[src/rtl/morse_player.sv]
// Morse playback transmitter: replays packed 10-bit RAM words (0..length-1) as a timed key signal.
// First mark starts 4 clocks after start; no backpressure, durations advance only on tick strobes.
module morse_player #(
  parameter int ADDR_W         = 4,
  parameter int DOT_TICKS      = 1,
  parameter int DASH_TICKS     = 3,
  parameter int SYM_GAP_TICKS  = 1,
  parameter int WORD_GAP_TICKS = 3
) (
  input  logic              clock,
  input  logic              reset,
  input  logic              tick,
  input  logic              start,
  input  logic [ADDR_W-1:0] length,
  input  logic [9:0]        ram_q,
  output logic [ADDR_W-1:0] ram_addr,
  output logic              key_out,
  output logic [1:0]        symbol,
  output logic              busy,
  output logic              done
);

  localparam int MARK_MAX = (DASH_TICKS > DOT_TICKS) ? DASH_TICKS : DOT_TICKS;
  localparam int GAP_MAX  = (WORD_GAP_TICKS > SYM_GAP_TICKS) ? WORD_GAP_TICKS : SYM_GAP_TICKS;
  localparam int TICK_MAX = (MARK_MAX > GAP_MAX) ? MARK_MAX : GAP_MAX;
  localparam int CNT_W    = $clog2(TICK_MAX + 1);

  localparam logic [CNT_W-1:0] DOT_CNT  = CNT_W'(DOT_TICKS);
  localparam logic [CNT_W-1:0] DASH_CNT = CNT_W'(DASH_TICKS);
  localparam logic [CNT_W-1:0] SGAP_CNT = CNT_W'(SYM_GAP_TICKS);
  localparam logic [CNT_W-1:0] WGAP_CNT = CNT_W'(WORD_GAP_TICKS);

  typedef enum logic [3:0] {
    S_IDLE,
    S_FETCH,
    S_WAIT,
    S_LOAD,
    S_SYM,
    S_MARK,
    S_SPACE,
    S_WGAP,
    S_DONE
  } state_t;

  state_t            state;
  state_t            state_nxt;
  logic [CNT_W-1:0]  cnt;
  logic [9:0]        shreg;
  logic [2:0]        sym;
  logic [ADDR_W-1:0] idx;
  logic [ADDR_W-1:0] len;

  logic cnt_expire;
  logic is_mark;
  logic last_word;

  // The counted tick that brings cnt to zero is the one that ends the interval.
  assign cnt_expire = tick && (cnt <= CNT_W'(1));
  // 01 and 11 both carry a 1 in the low bit; 00 and 10 terminate the word.
  assign is_mark    = shreg[8] && (sym != 3'd5);
  assign last_word  = (idx == len - ADDR_W'(1));
  assign ram_addr   = idx;

  always_ff @(posedge clock or posedge reset) begin
    if (reset) begin
      state <= S_IDLE;
    end else begin
      state <= state_nxt;
    end
  end

  always_comb begin
    state_nxt = state;
    unique case (state)
      S_IDLE: begin
        if (start) begin
          state_nxt = (length != '0) ? S_FETCH : S_DONE;
        end
      end
      S_FETCH: state_nxt = S_WAIT;
      S_WAIT:  state_nxt = S_LOAD;
      S_LOAD:  state_nxt = S_SYM;
      S_SYM:   state_nxt = is_mark ? S_MARK : S_WGAP;
      S_MARK: begin
        if (cnt_expire) state_nxt = S_SPACE;
      end
      S_SPACE: begin
        if (cnt_expire) state_nxt = S_SYM;
      end
      S_WGAP: begin
        if (cnt_expire) state_nxt = last_word ? S_DONE : S_FETCH;
      end
      S_DONE:  state_nxt = S_IDLE;
      default: state_nxt = S_IDLE;
    endcase
  end

  always_ff @(posedge clock or posedge reset) begin
    if (reset) begin
      cnt   <= '0;
      shreg <= '0;
      sym   <= '0;
      idx   <= '0;
      len   <= '0;
      busy  <= 1'b0;
    end else begin
      unique case (state)
        S_IDLE: begin
          if (start && (length != '0)) begin
            idx  <= '0;
            len  <= length;
            busy <= 1'b1;
          end
        end
        S_LOAD: begin
          shreg <= ram_q;
          sym   <= '0;
        end
        S_SYM: begin
          if (is_mark) begin
            cnt <= shreg[9] ? DASH_CNT : DOT_CNT;
          end else begin
            cnt <= WGAP_CNT;
          end
        end
        S_MARK: begin
          if (cnt_expire) begin
            cnt <= SGAP_CNT;
          end else if (tick) begin
            cnt <= cnt - CNT_W'(1);
          end
        end
        S_SPACE: begin
          if (cnt_expire) begin
            cnt   <= '0;
            shreg <= {shreg[7:0], 2'b00};
            sym   <= sym + 3'd1;
          end else if (tick) begin
            cnt <= cnt - CNT_W'(1);
          end
        end
        S_WGAP: begin
          if (cnt_expire) begin
            cnt <= '0;
            if (!last_word) idx <= idx + ADDR_W'(1);
          end else if (tick) begin
            cnt <= cnt - CNT_W'(1);
          end
        end
        S_DONE:  busy <= 1'b0;
        default: ;
      endcase
    end
  end

  // Decoded from state so an asynchronous reset drops the key in the same cycle.
  always_comb begin
    key_out = 1'b0;
    symbol  = 2'b00;
    done    = 1'b0;
    unique case (state)
      S_MARK: begin
        key_out = 1'b1;
        symbol  = shreg[9:8];
      end
      S_DONE:  done = 1'b1;
      default: ;
    endcase
  end

endmodule

[config.mk]
export PLATFORM = sky130hd
export DESIGN_NAME = morse_player
export DESIGN_NICKNAME = d
export VERILOG_FILES = /design/src/rtl/morse_player.sv
export SDC_FILE = /design/constraint.sdc
export NUM_CORES = 1
export LEC_CHECK = 0
export CAP_MARGIN = 20
export CORE_MARGIN = 2
export CORE_UTILIZATION = 45
export DETAILED_ROUTE_END_ITERATION = 6
export MAX_ROUTING_LAYER = met4
export PLACE_DENSITY = 0.72
export SLEW_MARGIN = 40
export SYNTH_ARGS = -nofsm -noshare
export SYNTH_HDL_FRONTEND = slang
export SYNTH_SLANG_ARGS = --single-unit
[constraint.sdc]
create_clock -name clock -period 1.84 [get_ports clock]
set_input_delay 0.46 -clock clock [delete_from_list [all_inputs] [get_ports clock]]
set_output_delay 0.46 -clock clock [all_outputs]
set_load 0.005 [all_outputs]
==> impl_results.html, run 1 <==
<table>
<tr><th>Metric</th><th>Value</th></tr>
<tr><th colspan="2">Drt</th></tr>
<tr><td>Post-route DRC violation count</td><td>0</td></tr>
<tr><td>M1 wire length</td><td>1706 um</td></tr>
<tr><td>Wire length on met3</td><td>158 um</td></tr>
<tr><td>Antenna violation net count after detailed routing</td><td>0</td></tr>
<tr><td>Total number of vias</td><td>1465</td></tr>
<tr><td>Routed wire length per instance</td><td>14.88 um</td></tr>
<tr><td>Wire length reported by the detailed router</td><td>4092 um</td></tr>
<tr><td>Via count normalized by instance count</td><td>5.327</td></tr>
<tr><td>Highest signal layer in the routed design</td><td>met4</td></tr>
<tr><td>Number of search-and-repair iterations in the first detailed-routing pass</td><td>4</td></tr>
<tr><td>Met2 layer wire length in the routed design</td><td>2076 um</td></tr>
<tr><td>Number of DRC violations after detailed-routing iteration 0</td><td>61</td></tr>
<tr><th colspan="2">Critical path</th></tr>
<tr><td>Critical path origin</td><td>state[1]</td></tr>
<tr><td>Number of cell instances on the worst register-to-register path</td><td>7</td></tr>
<tr><td>Critical path destination</td><td>ram_addr[0]</td></tr>
<tr><td>Worst-path fanout max</td><td>6</td></tr>
<tr><td>Slowest CP cell</td><td>sky130_fd_sc_hd__or4_4</td></tr>
<tr><td>Crit path cell chain</td><td>buf_6 -&gt; buf_6 -&gt; or4_4 -&gt; a21oi_4 -&gt; a211oi_4 -&gt; nand2_2 -&gt; mux2_4</td></tr>
<tr><td>Capture instance of the worst register-to-register path</td><td>ram_addr[0]</td></tr>
<tr><td>Start-to-end type of the worst setup path</td><td>flop to flop</td></tr>
<tr><td>Largest incremental delay on the critical path</td><td>580 ps</td></tr>
<tr><td>Flop-to-flop setup slack</td><td>-150 ps</td></tr>
<tr><td>Library cell appearing most often on the critical path</td><td>sky130_fd_sc_hd__buf_6</td></tr>
<tr><td>R2R Path Start</td><td>state[1]</td></tr>
<tr><td>CP bufs+invs</td><td>2</td></tr>
<tr><td>Required time at the worst-slack endpoint</td><td>2070 ps</td></tr>
<tr><td>CP Data Arrival Time</td><td>2220 ps</td></tr>
<tr><td>Type of origin of the critical path</td><td>flop</td></tr>
<tr><td>Worst path depth</td><td>7</td></tr>
<tr><td>Cell class contributing the biggest share of worst-path delay</td><td>simple AND/OR/NAND/NOR gates</td></tr>
<tr><td>Critical path capture point type</td><td>flop</td></tr>
<tr><th colspan="2">Yosys</th></tr>
<tr><td>Async set-reset flop share out of synthesis</td><td>100.0%</td></tr>
<tr><td>Synth area leaders</td><td>sky130_fd_sc_hd__dfrtp_1, sky130_fd_sc_hd__nand2_1, sky130_fd_sc_hd__mux2i_1, sky130_fd_sc_hd__o21ai_1, sky130_fd_sc_hd__ha_1</td></tr>
<tr><td>Main synth FF type</td><td>sky130_fd_sc_hd__dfrtp_1</td></tr>
<tr><td>Register area share after synthesis</td><td>44.23%</td></tr>
<tr><td>Distinct cell type count of the synthesized netlist</td><td>41</td></tr>
<tr><td>Cell area after synthesis</td><td>1584 sq um</td></tr>
<tr><td>Fraction of synthesized cell area taken by the top area cell type</td><td>44.23%</td></tr>
<tr><td>Cell type contributing the most total cell area after synthesis</td><td>sky130_fd_sc_hd__dfrtp_1</td></tr>
<tr><td>Number of nets produced by synthesis</td><td>191</td></tr>
<tr><td>Number of enable-type register cells in the synthesized netlist</td><td>0</td></tr>
<tr><td>Number of warnings printed during yosys synthesis</td><td>0</td></tr>
<tr><td>Cell count after synthesis</td><td>168</td></tr>
<tr><td>Avg Inst Size Synth</td><td>9.429 sq um</td></tr>
<tr><td>Number of synthesized register bits</td><td>28</td></tr>
<tr><th colspan="2">Timing</th></tr>
<tr><td>Total count of hold-check failures in the final report</td><td>0</td></tr>
<tr><td>Fmax</td><td>502.6 MHz</td></tr>
<tr><td>Slack of the critical path</td><td>-149.6 ps</td></tr>
<tr><td>Unrepaired setup endpoints after global routing</td><td>true</td></tr>
<tr><td>Max Transition Viols Final</td><td>0</td></tr>
<tr><td>Post-route setup TNS</td><td>-747.7 ps</td></tr>
<tr><td>Period utilization</td><td>108.1%</td></tr>
<tr><td>Final Critical Period</td><td>1990 ps</td></tr>
<tr><td>Worst hold slack after final layout</td><td>497.4 ps</td></tr>
<tr><td>Slew HR</td><td>74.77%</td></tr>
<tr><td>Slew at the pin closest to its max-slew limit</td><td>375.9 ps</td></tr>
<tr><td>Setup Skew</td><td>5.453 ps</td></tr>
<tr><td>Setup-violating endpoint count in the final report</td><td>10</td></tr>
<tr><th colspan="2">Global route</th></tr>
<tr><td>Antenna violations before repair</td><td>0</td></tr>
<tr><td>First-pass GRT wire length</td><td>6693 um</td></tr>
<tr><td>Overflow after GRT</td><td>0</td></tr>
<tr><td>Pin count of the biggest net entering global routing</td><td>29</td></tr>
<tr><td>Via count of the first global-routing pass</td><td>1529</td></tr>
<tr><td>Total track usage</td><td>21.73%</td></tr>
<tr><th colspan="2">Die</th></tr>
<tr><td>Row count</td><td>21</td></tr>
<tr><td>Number of I/O pins</td><td>27</td></tr>
<tr><td>Floorplan core area</td><td>3363 sq um</td></tr>
<tr><td>Starting Density</td><td>47.10%</td></tr>
<tr><td>Die H</td><td>63.33 um</td></tr>
<tr><td>Die footprint</td><td>4011 sq um</td></tr>
<tr><td>Horizontal die dimension</td><td>63.33 um</td></tr>
<tr><th colspan="2">Clock network</th></tr>
<tr><td>CTS Buf Count</td><td>3</td></tr>
<tr><td>Clock input transition at the sequential cells of the worst setup and hold paths</td><td>150 ps</td></tr>
<tr><td>TritonCTS clock tree</td><td>done</td></tr>
<tr><td>Clk Latency, worst-skew pair</td><td>330 ps</td></tr>
<tr><td>Root Buffer</td><td>sky130_fd_sc_hd__clkbuf_4</td></tr>
<tr><td>CTS H-tree depth</td><td>1</td></tr>
<tr><td>Max Root-Sink Buffers</td><td>2</td></tr>
<tr><td>Number of buffers inserted by hold repair at cts</td><td>0</td></tr>
<tr><td>Sinks on the clock net</td><td>28</td></tr>
<tr><th colspan="2">Power</th></tr>
<tr><td>Comb pwr share</td><td>61.6%</td></tr>
<tr><td>Areal power density over the cells</td><td>1519 nW/um^2</td></tr>
<tr><td>Sw Pwr</td><td>1.416 mW</td></tr>
<tr><td>Leakage power</td><td>1.068 nW</td></tr>
<tr><td>Cell-internal power</td><td>2.094 mW</td></tr>
<tr><td>Sequential share of power</td><td>31.1%</td></tr>
<tr><td>Switching Fraction</td><td>40.35%</td></tr>
<tr><td>Largest vdd supply drop</td><td>0.6592 mV</td></tr>
<tr><td>Clock share of power</td><td>7.3%</td></tr>
<tr><th colspan="2">Finish</th></tr>
<tr><td>Fin nets</td><td>254</td></tr>
<tr><td>Finished Core Util</td><td>68.71%</td></tr>
<tr><td>Area growth from synthesis to layout</td><td>45.89%</td></tr>
<tr><td>Fill cells</td><td>278</td></tr>
<tr><td>Ant diodes</td><td>0</td></tr>
<tr><td>Area of all placed cells without fillers</td><td>2311 sq um</td></tr>
<tr><td>Share of layout cells above drive strength 1</td><td>30.13%</td></tr>
<tr><th colspan="2">Placement</th></tr>
<tr><td>Number of buffer cells added on primary ports</td><td>26</td></tr>
<tr><td>Cell Area, Placed</td><td>2067 sq um</td></tr>
<tr><td>RD Place Congestion</td><td>0.8433</td></tr>
<tr><td>Post-DP HPWL</td><td>2800 um</td></tr>
<tr><th colspan="2">Outcome</th></tr>
<tr><td>Result of the run</td><td>complete, but fails checks</td></tr>
<tr><td>Failing checks</td><td>negative setup slack</td></tr>
<tr><th colspan="2">Job</th></tr>
<tr><td>Max cap viols</td><td>0</td></tr>
<tr><th colspan="2">Hold path</th></tr>
<tr><td>Hold crit path type</td><td>input port to async pin</td></tr>
</table>
## timing repair
action,4_1_cts,5_1_grt
setup buffers,10,6
gates cloned,0,0
endpoints found under the setup margin,9,18
pin swaps,8,8
gates resized for setup,35,11
## how the worst min path moves through the flow
stage / startpoint / to / cells past startpoint
2_1_floorplan: shreg[2] / shreg[2] / 2
3_3_place_gp: shreg[7] / shreg[7] / 2
3_5_place_dp: shreg[2] / shreg[2] / 2
4_1_cts: reset / shreg[5] / 3
5_1_grt: len[3] / len[3] / 2
6_report: reset / busy / 3
## routing by layer
layer  up-vias  GRT usage (%)
met5         -              -
met4         0          10.60
met3        15          3.393
met2        43          37.89
met1       696          24.13
li1        711              -
## final cells by class
| class | instances | area [sq um] | area share [%] |
|---|---|---|---|
| repair buffers | 66 | 604.3 | 26.15 |
| inverters | 11 | 41.29 | 1.787 |
| well taps | 46 | 57.56 | 2.491 |
| clock buffers | 3 | 22.52 | 0.9746 |
| multi-input cells | 121 | 880.8 | 38.12 |
| flip-flops and latches | 28 | 704.4 | 30.48 |
## stage by stage
step | setup WS, ps | cells | total power [mW]
after floorplan | 56.78 | 168 | 2.180
after global placement | -387.9 | 257 | 2.775
after global routing | -178.1 | 275 | 3.775
final | -149.6 | 275 | 3.510
after detailed placement | -420.5 | 257 | 2.880
after CTS | -128.1 | 269 | 3.379
## power groups by stage
stage | sequential, mW | clock, mW | combinational (mW)
floorplan | 1.05 | 0 | 1.13
global placement | 1.07 | 0 | 1.70
detailed placement | 1.09 | 0 | 1.79
CTS | 1.08 | 0.267 | 2.03
global route | 1.13 | 0.291 | 2.36
finish | 1.09 | 0.257 | 2.16
## worst min-delay path, cell delays in order
cell                              delay (ps)
sky130_fd_sc_hd__clkdlybuf4s50_1         400
sky130_fd_sc_hd__inv_1                    60
sky130_fd_sc_hd__buf_4                   330
## layout by cell type (no fill, tap or decap), types with 3 or more instances in the layout
master,netlist,layout
sky130_fd_sc_hd__nor3_1,6,5
sky130_fd_sc_hd__inv_1,11,11
sky130_fd_sc_hd__buf_4,1,32
sky130_fd_sc_hd__o21ai_1,14,15
sky130_fd_sc_hd__a21oi_1,7,7
sky130_fd_sc_hd__clkdlybuf4s50_1,0,21
sky130_fd_sc_hd__clkbuf_4,0,3
sky130_fd_sc_hd__dfrtp_2,0,3
sky130_fd_sc_hd__mux2i_1,8,8
sky130_fd_sc_hd__buf_6,0,9
sky130_fd_sc_hd__xnor2_1,3,3
sky130_fd_sc_hd__a22o_1,3,3
sky130_fd_sc_hd__nand2_1,28,28
sky130_fd_sc_hd__dfrtp_1,28,25
sky130_fd_sc_hd__nor2_1,6,6
sky130_fd_sc_hd__ha_1,5,5
## registers in the layout, summed over array words and instances (netlist names)
register and cells:
busy 1, sym 3, len 4, shreg 10, cnt 2, ram_addr 4, state 4
## synthesized netlist by cell type (all sizes together), types with 3 or more instances
| cell | instances |
|---|---|
| nor3 | 6 |
| a211oi | 3 |
| o21ai | 16 |
| buf | 6 |
| nor2 | 6 |
| nand2 | 29 |
| inv | 11 |
| xnor2 | 3 |
| a22o | 3 |
| a21oi | 9 |
| nand3 | 3 |
| ha | 5 |
| mux2i | 8 |
| dfrtp | 28 |
| and3 | 3 |
## cells by family (layout without fill, tap and decap cells)
kind of cell	Yosys count	in the layout	synth area share (%)
buffers and inverters	19	80	5.134
and+or+nand+nor	61	61	19.67
muxes	9	9	6.003
AOI/OAI and AO/OA	40	40	16.75
xor gates and xnor gates	6	6	4.266
adders and majority gates	5	5	3.949
DFF	28	28	44.23
No activity file was read; power rests on OpenSTA's default activity.
==> run 2: changes to the inputs <==
--- a/config.mk
+++ b/config.mk
@@ -8,6 +8,8 @@
 export CAP_MARGIN = 20
 export CORE_MARGIN = 2
 export CORE_UTILIZATION = 45
+export CTS_CLUSTER_DIAMETER = 50
+export CTS_CLUSTER_SIZE = 10
 export DETAILED_ROUTE_END_ITERATION = 6
 export MAX_ROUTING_LAYER = met4
 export PLACE_DENSITY = 0.72
==> results of run 2 <==
Final layout, timing and power as in run 1 (identical DEF).
